--- config.mk ---
export PLATFORM = sky130hd
export DESIGN_NAME = lmc1992_mw_rx
export DESIGN_NICKNAME = d
export VERILOG_FILES = /design/src/rtl/lmc1992_mw_rx.sv
export SDC_FILE = /design/constraint.sdc
export NUM_CORES = 1
export LEC_CHECK = 0
export CAP_MARGIN = 10
export CORE_MARGIN = 2
export CORE_UTILIZATION = 50
export DETAILED_ROUTE_END_ITERATION = 10
export PLACE_DENSITY = 0.69
export SLEW_MARGIN = 20
export SYNTH_ARGS = -nofsm -noshare
export SYNTH_HDL_FRONTEND = slang
export SYNTH_SLANG_ARGS = --single-unit
--- constraint.sdc ---
create_clock -name clk32 -period 10 [get_ports clk32]
set_clock_uncertainty 0.2 [all_clocks]
set_input_delay 1.5 -clock clk32 [delete_from_list [all_inputs] [get_ports clk32]]
set_output_delay 1.5 -clock clk32 [all_outputs]
set_load 0.01 [all_outputs]
--- src/rtl/lmc1992_mw_rx.sv ---
// LMC1992 microwire receiver: deserialises 11-bit frames into volume/tone/mix registers
// and attenuates the DMA sample pair. Define LMC_TONE_EN to keep bass/treble storage.
module lmc1992_mw_rx #(
  parameter logic [1:0]  DEV_ADDR   = 2'b10,
  parameter int unsigned RST_MASTER = 40,
  parameter int unsigned RST_LR     = 20
) (
  input  logic       clk32,
  input  logic       resb,
  input  logic       mw_bclk,
  input  logic       mw_en,
  input  logic       mw_data,
  input  logic       mw_done,
  input  logic       audio_in_strobe,
  input  logic [7:0] audio_in_l,
  input  logic [7:0] audio_in_r,
  output logic       audio_out_strobe,
  output logic [7:0] audio_out_l,
  output logic [7:0] audio_out_r,
  output logic [5:0] master_vol,
  output logic [4:0] left_vol,
  output logic [4:0] right_vol,
  output logic [3:0] bass,
  output logic [3:0] treble,
  output logic [1:0] mix,
  output logic       frame_err
);

  // state  | meaning
  // IDLE   | no bits received since the last mw_done or reset
  // SHIFT  | frame in progress, bits being collected
  typedef enum logic {ST_IDLE, ST_SHIFT} rx_state_e;

  localparam logic [5:0] RST_M6  = 6'(RST_MASTER);
  localparam logic [4:0] RST_LR5 = 5'(RST_LR);

  rx_state_e   state_q;
  logic [10:0] shift_q, shift_d;
  logic [3:0]  cnt_q, cnt_d;
  logic        bit_in;
  logic        frame_hit;
  logic [2:0]  cmd;
  logic [5:0]  dat;

  logic [5:0]  master_q;
  logic [4:0]  left_q, right_q;
  logic [1:0]  mix_q;
  logic        frame_err_q;

  logic        v1_q;
  logic [7:0]  s_l_q, s_r_q;
  logic [4:0]  k_l_q, k_r_q;
  logic [1:0]  r_l_q, r_r_q;
  logic        out_stb_q;
  logic [7:0]  out_l_q, out_r_q;

  function automatic logic [5:0] clamp_m(input logic [5:0] v);
    return (v > 6'd40) ? 6'd40 : v;
  endfunction

  function automatic logic [4:0] clamp_lr(input logic [4:0] v);
    return (v > 5'd20) ? 5'd20 : v;
  endfunction

  // {k, r}: attenuation in 2 dB steps split into 6 dB shifts and a 0/2/4 dB residue
  function automatic logic [6:0] atten_kr(input logic [5:0] m, input logic [4:0] lr);
    logic [6:0] a;
    a = (7'd40 - {1'b0, m}) + (7'd20 - {2'b0, lr});
    return {5'(a / 7'd3), 2'(a % 7'd3)};
  endfunction

  function automatic logic [7:0] scale(input logic [7:0] s, input logic [4:0] k,
                                       input logic [1:0] r);
    logic [8:0]         m;
    logic signed [16:0] p;
    logic [5:0]         sh;
    case (r)
      2'd0:    m = 9'd256;
      2'd1:    m = 9'd203;
      default: m = 9'd161;
    endcase
    p  = $signed({{9{s[7]}}, s}) * $signed({8'd0, m});
    sh = 6'd8 + {1'b0, k};
    return 8'(p >>> sh) ^ 8'h80;
  endfunction

  // The bit arriving with mw_done is folded in before the frame is judged
  always_comb begin
    bit_in  = mw_bclk & mw_en;
    shift_d = shift_q;
    cnt_d   = cnt_q;
    if (bit_in) begin
      if (state_q == ST_IDLE) begin
        shift_d = {10'd0, mw_data};
        cnt_d   = 4'd1;
      end else begin
        shift_d = {shift_q[9:0], mw_data};
        cnt_d   = (cnt_q == 4'd15) ? cnt_q : cnt_q + 4'd1;
      end
    end
    frame_hit = (cnt_d == 4'd11) && (shift_d[10:9] == DEV_ADDR);
    cmd       = shift_d[8:6];
    dat       = shift_d[5:0];
  end

  always_ff @(posedge clk32 or negedge resb) begin
    if (!resb) begin
      state_q     <= ST_IDLE;
      shift_q     <= '0;
      cnt_q       <= '0;
      master_q    <= RST_M6;
      left_q      <= RST_LR5;
      right_q     <= RST_LR5;
      mix_q       <= 2'd1;
      frame_err_q <= 1'b0;
    end else begin
      frame_err_q <= 1'b0;
      if (mw_done) begin
        state_q <= ST_IDLE;
        shift_q <= '0;
        cnt_q   <= '0;
        if (cnt_d != 4'd11) begin
          frame_err_q <= 1'b1;
        end else if (frame_hit) begin
          case (cmd)
            3'b011:  master_q <= clamp_m(dat);
            3'b101:  left_q   <= clamp_lr(dat[4:0]);
            3'b100:  right_q  <= clamp_lr(dat[4:0]);
            3'b000:  mix_q    <= dat[1:0];
            default: ;
          endcase
        end
      end else if (bit_in) begin
        state_q <= ST_SHIFT;
        shift_q <= shift_d;
        cnt_q   <= cnt_d;
      end
    end
  end

`ifdef LMC_TONE_EN
  logic [3:0] bass_q, treble_q;

  function automatic logic [3:0] clamp_tone(input logic [3:0] v);
    return (v > 4'd12) ? 4'd12 : v;
  endfunction

  always_ff @(posedge clk32 or negedge resb) begin
    if (!resb) begin
      bass_q   <= 4'd6;
      treble_q <= 4'd6;
    end else if (mw_done && frame_hit) begin
      if (cmd == 3'b001) bass_q   <= clamp_tone(dat[3:0]);
      if (cmd == 3'b010) treble_q <= clamp_tone(dat[3:0]);
    end
  end

  assign bass   = bass_q;
  assign treble = treble_q;
`else
  assign bass   = 4'd6;
  assign treble = 4'd6;
`endif

  // Gains are captured with the sample so later register writes never hit it in flight
  always_ff @(posedge clk32 or negedge resb) begin
    if (!resb) begin
      v1_q      <= 1'b0;
      s_l_q     <= '0;
      s_r_q     <= '0;
      k_l_q     <= '0;
      k_r_q     <= '0;
      r_l_q     <= '0;
      r_r_q     <= '0;
      out_stb_q <= 1'b0;
      out_l_q   <= 8'h80;
      out_r_q   <= 8'h80;
    end else begin
      v1_q      <= audio_in_strobe;
      out_stb_q <= v1_q;
      if (audio_in_strobe) begin
        s_l_q            <= {~audio_in_l[7], audio_in_l[6:0]};
        s_r_q            <= {~audio_in_r[7], audio_in_r[6:0]};
        {k_l_q, r_l_q}   <= atten_kr(master_q, left_q);
        {k_r_q, r_r_q}   <= atten_kr(master_q, right_q);
      end
      if (v1_q) begin
        out_l_q <= scale(s_l_q, k_l_q, r_l_q);
        out_r_q <= scale(s_r_q, k_r_q, r_r_q);
      end
    end
  end

  assign master_vol       = master_q;
  assign left_vol         = left_q;
  assign right_vol        = right_q;
  assign mix              = mix_q;
  assign frame_err        = frame_err_q;
  assign audio_out_strobe = out_stb_q;
  assign audio_out_l      = out_l_q;
  assign audio_out_r      = out_r_q;

endmodule

# After elaboration in Yosys (flattened, before gate mapping)
# Index checks and enable logic that the tools add are counted.
totals:
  reg_bits: 83
  input_bits: 23
op_classes:
  addsub: 8
  multipliers: 2
  div: 4
  magnitude_cmp: 2
  eq_ne: 9
  n_shift: 2
  n_mux: 19
  bitwise_logic: 6
  n_reduce_logical: 9
op_table:
  columns: ["operator", "n"]
  rows:
  - ["$mux 11", 4]
  - ["$pmux 9 s2", 2]
  - ["$mul 8x10->17", 2]
  - ["$sshr 17x6->8", 2]
  - ["$mux 4", 5]
  - ["$mux 9", 2]
  - ["$reduce_and 4->1", 4]
  - ["$add 7x7->7", 2]
  - ["$div 7x2->7 const B", 2]
  - ["$mod 7x2->7 const B", 2]
  - ["$add 4x5->6 const A", 2]
  - ["$sub 5x5->6 const A", 2]
  - ["$eq 4x4->1 const B", 2]
  - ["$sub 6x6->7 const A", 1]
  - ["$eq 3x3->1 const B", 2]
  - ["$gt 6x6->1 const B", 1]
  - ["$mux 6", 1]
  - ["$gt 5x5->1 const B", 1]
  - ["$mux 5", 1]
  - ["$not 1->1", 5]
  - ["$add 4x1->4 const B", 1]
  - ["$eq 2x1->1 const B", 2]
  - ["$logic_not 2->1", 2]
  - ["$mux 1", 4]
  - ["7 further kinds", 7]

# Logic depth before layout (Yosys ltp)
logic_depth:
  word_depth: 7
  mapped_depth: 24
  mapped_depth_nobuf: 23

# Worst setup path before layout
# OpenSTA, ideal clock, no wires.
synth_timing:
  kind: "register to register"
  start: "reg r_r_q[0]"
  end: "reg out_r_q[3] (netlist: audio_out_r[3])"
  t_arrival_ps: 5436
  setup_slack_ps: 4245
  stages_incl_launch_ff: 23
  path_buffers: 1
  path_cell_list: "dfrtp_1 -> nor2_1 -> clkbuf_1 -> nor2b_1 -> ha_1 -> ha_1 -> inv_1 -> fa_1 -> fa_1 -> inv_1 -> ha_1 -> a21o_1 -> a21oi_1 -> o21bai_1 -> a21oi_1 -> o21ai_0 -> a2111oi_0 -> nor3_1 -> mux4_2 -> mux2_2 -> o22ai_1 -> o21ai_0 -> o21a_1"
synth_between:
  elab_chain_cells: 5
  word_cells_on_any_way: 6
synth_lines:
  columns: ["element", "line", "text"]
  rows:
  - ["from (decl)", "53", "logic [1:0] r_l_q, r_r_q;"]
  - ["from (signal assigned)", "185", "{k_r_q, r_r_q} <= atten_kr(master_q, right_q);"]
  - ["$eq 2x1->1 or $logic_not 2->1 (tied branches)", "77", "case (r)"]
  - ["$pmux 9 s2 (*)", "77", null]
  - ["$mux 9 (*)", "187", "if (v1_q) begin"]
  - ["$mul 8x10->17 (*)", "82", "p = $signed({{9{s[7]}}, s}) * $signed({8'd0, m});"]
  - ["$sshr 17x6->8 (*)", "84", "return 8'(p >>> sh) ^ 8'h80;"]
  - ["to (signal assigned)", "189", "out_r_q <= scale(s_r_q, k_r_q, r_r_q);"]
  - ["to (decl)", "55", "logic [7:0] out_l_q, out_r_q;"]
# Mark *: on every way between the ends. The rest lies on a longest branch, timed or not. The select of a mux whose other input is x is not followed.
# A chain may end at the register's enable or synchronous reset.

# Worst setup path in the final report
layout_timing:
  start: "reg r_r_q[1]"
  end: "reg out_r_q[3] (netlist: audio_out_r[3])"
# The elaborated chain is that of the path after synthesis.

==> impl_metrics.json <==
{
  "start_util": 0.513,
  "vias_per_cell": 5.76,
  "drive_above_1_share": 0.0750,
  "r2r_cells": 21,
  "netlist-cell-type-count": 85,
  "grt.total_usage": 0.229,
  "coreArea_um2": 21200,
  "fin_crit_ps": 6590,
  "critPathMaxFanout": 13,
  "grt_pass1_vias": 8668,
  "drtIter0Drc": 653,
  "synthToLayoutAreaGrowth_pct": 8.97,
  "arrival_ps": 6640,
  "syn_avg_cell_area_um2": 8.52,
  "setup.worst_path.start": "r_r_q[1]",
  "drv_slew": 0,
  "rr_startpoint": "r_r_q[1]",
  "clk_path_buf_depth": 2,
  "worst-path-buf-inv": 2,
  "leakage_nw": 5.53,
  "timing.final.crit_share": 0.659,
  "hold-path-cell-count": 2,
  "reg2reg_setup_slack_ps": 3410,
  "n_antenna_cell": 0,
  "clk_latency_ps": 350,
  "p_sw_frac": 0.464,
  "drc": 0,
  "pwr-share-clk": 0.158,
  "worst_setup_path_start_kind": "flip-flop",
  "cts_tree": "built",
  "cts.clk_slew.worst_paths_ps": 80,
  "crit_chain": "nor2_1, nor2b_1, ha_1, ha_1, inv_1, fa_1, fa_1, inv_1, ha_1, a21o_1, a21oi_1, o21bai_1, a21oi_1, o21ai_0, a2111oi_0, nor3_1, mux4_2, mux2_2, o22ai_1, o21ai_0, o21a_1",
  "synthArstFlopShare": 1.00,
  "ys_seq_area_frac": 0.192,
  "p_switching_mw": 1.02,
  "worst-setup-path-type": "reg -> reg",
  "synth-seq-cells": 83,
  "p_per_area_nw_per_um2": 185,
  "cp_slowest_cell": "a2111oi_0",
  "fmax_ghz": 0.152,
  "drv_cap": 0,
  "dp_hpwl_mm": 19.7,
  "status": "finished, final reports clean",
  "gr-total-overflow": 0,
  "hp-class": "reg -> reg",
  "dieHeight_um": 152,
  "fillers": 1936,
  "cp.required_ps": 10050,
  "tightest_slew_ps": 1040,
  "placed_area_um2": 11600,
  "ctsHoldBuffers": 0,
  "finalSetupViolCount": 0,
  "grt_max_degree": 51,
  "slew_headroom": 0.303,
  "synth_cells": 1278,
  "endpoint_kind": "flip-flop",
  "p_seq_frac": 0.188,
  "synth_edf_count": 0,
  "hold_violations": 0,
  "crit_cells": 21,
  "portBuffers": 58,
  "synth_area_um2": 10900,
  "stdcell_area_um2": 11900,
  "cts_setup_buffers": 0,
  "die_x_um": 152,
  "cts_sinks": 83,
  "final_antenna_net_count": 0,
  "nets": 1493,
  "critPathMaxStageDelay_ps": 630,
  "crit_path_frequent_cell": "ha_1",
  "rows": 53,
  "grt_pass1_wl_mm": 42.7,
  "htree_levels": 3,
  "die_area_um2": 23000,
  "ios": 67,
  "ys.flop_type": "dfrtp_1",
  "drt_pass1_iterations": 5,
  "gp_congestion": 0.886,
  "ir_drop_v": 0.000121,
  "clock-root-buffer": "clkbuf_16",
  "wirelength_mm": 25.2,
  "p_int_mw": 1.17,
  "vias": 9037,
  "post_cts_resized": 0,
  "timing.setup.tns_ps": 0,
  "rsz0062_at_grt": "no",
  "min_from": "mix[0]",
  "crit_family": "adder cells",
  "routedWlPerCell_um": 16.0,
  "antenna_found_initial": 0,
  "cts_made_buffers": 9,
  "p_comb_frac": 0.653,
  "yosysWarnings": 0
}
[per-stage QoR]
stage	cells	hold WS [ps]	power, mW	utilization	setup slack [ps]
global placement	1552	270	1.81	0.544	3660
detailed placement	1552	273	1.83	0.544	3460
floorplan	1284	233	1.49	-	4250
CTS	1568	289	2.20	0.559	3450
finish	1568	282	2.19	0.559	3410
global route	1568	304	2.41	0.559	2940
[synth_stat cells, types with 8 or more instances]
library cell  count  share of area
inv_1           129          0.044
ha_1            122           0.14
nor2_1          104          0.036
nand2_1          85          0.029
a21oi_1          84          0.039
dfrtp_1          74           0.17
o21ai_0          73          0.034
fa_1             60           0.11
clkbuf_1         54          0.019
and2_1           44          0.025
xnor2_1          40          0.032
mux2_2           32          0.033
mux2i_1          32          0.029
nor2b_1          26          0.015
nor3_1           24          0.011
xor2_1           21          0.017
nand3_1          17         0.0078
o31ai_1          16          0.011
a21o_1           15          0.010
a211oi_1         14         0.0097
a31oi_1          14         0.0080
o211ai_1         14         0.0097
and3_1           13         0.0075
o21a_1           11         0.0076
dfstp_2           9          0.022
buf_4             8         0.0055
o21bai_1          8         0.0055
or2_2             8         0.0046
[registers in the layout, indices dropped and copies added, names as in the netlist, 2 cells and up]
| name | flops |
|---|---|
| audio_out_l | 8 |
| audio_out_r | 8 |
| cnt_q | 4 |
| k_l_q | 5 |
| k_r_q | 5 |
| left_vol | 5 |
| master_vol | 6 |
| mix | 2 |
| r_l_q | 2 |
| r_r_q | 2 |
| right_vol | 5 |
| s_l_q | 8 |
| s_r_q | 8 |
| shift_q | 11 |
[worst reg2reg max path: cells and delay by family, from the launching register on]
family / cells / cell delay [ps]
AO/OA/AOI/OAI: 9 / 1950
multiplexers: 2 / 770
buffers and inverters: 2 / 110
flip-flops: 1 / 500
AND/OR/NAND/NOR: 3 / 950
adder cells (fa/ha/maj): 5 / 1990
[path summary, 6_finish.rpt]
path,endpoint
setup / recovery,audio_out_r[3]
hold / removal,mix[0]
setup reg to reg,audio_out_r[3]
hold reg to reg,mix[0]
max in group asynchronous,r_r_q[0]
min in group asynchronous,cnt_q[1]
[kinds of logic after synthesis]
logic type	share of synthesized area
AO/OA/AOI/OAI	0.195
XOR/XNOR	0.0535
adder cells (fa/ha/maj)	0.253
buffers and inverters	0.0723
flip-flops	0.192
multiplexers	0.0770
other	0.000690
AND/OR/NAND/NOR	0.157
[area by class of cell]
| class | count | area [um2] | area share |
|---|---|---|---|
| Tap cell | 275 | 344 | 0.0290 |
| Sequential cell | 83 | 2090 | 0.176 |
| Clock inverter | 7 | 81.3 | 0.00685 |
| Clock buffer | 9 | 225 | 0.0190 |
| Inverter | 132 | 495 | 0.0418 |
| Multi-Input combinational cell | 1002 | 8040 | 0.678 |
| Timing Repair Buffer | 60 | 588 | 0.0496 |
[metal layers]
metal / up-vias / share of wire / track usage
li1: 4488 / - / -
met1: 4305 / 0.48 / 0.329
met2: 220 / 0.47 / 0.373
met3: 24 / 0.048 / 0.0356
met4: 0 / 0.0099 / 0.0384
met5: - / 0 / 0
[power by group through the flow]
stage	registers [mW]	clock network (mW)	logic (mW)
finish	0.413	0.347	1.43
global route	0.419	0.373	1.62
CTS	0.413	0.357	1.43
detailed placement	0.419	0	1.41
global placement	0.419	0	1.39
floorplan	0.409	0	1.08
[cells in the final DEF, fill, tap and decap left out, types with 8 or more instances in the layout]
cell             count
mux2i_1             32
and2_1              44
dfstp_2              9
fa_1                60
dfrtp_1             74
or2_2                8
nor2b_1             26
ha_1               122
o21a_1              11
o21bai_1             8
a21oi_1             84
o21ai_0             73
clkdlybuf4s50_1     56
mux2_2              32
and3_1              13
clkbuf_16            9
nor2_1             104
xor2_1              20
a31oi_1             14
o31ai_1             16
a21o_1              15
inv_1              129
nor3_1              24
conb_1               8
xnor2_1             40
o211ai_1            14
nand3_1             17
nand2_1             85
a211oi_1            14
Note: power is estimated with default switching activity, not from simulation.
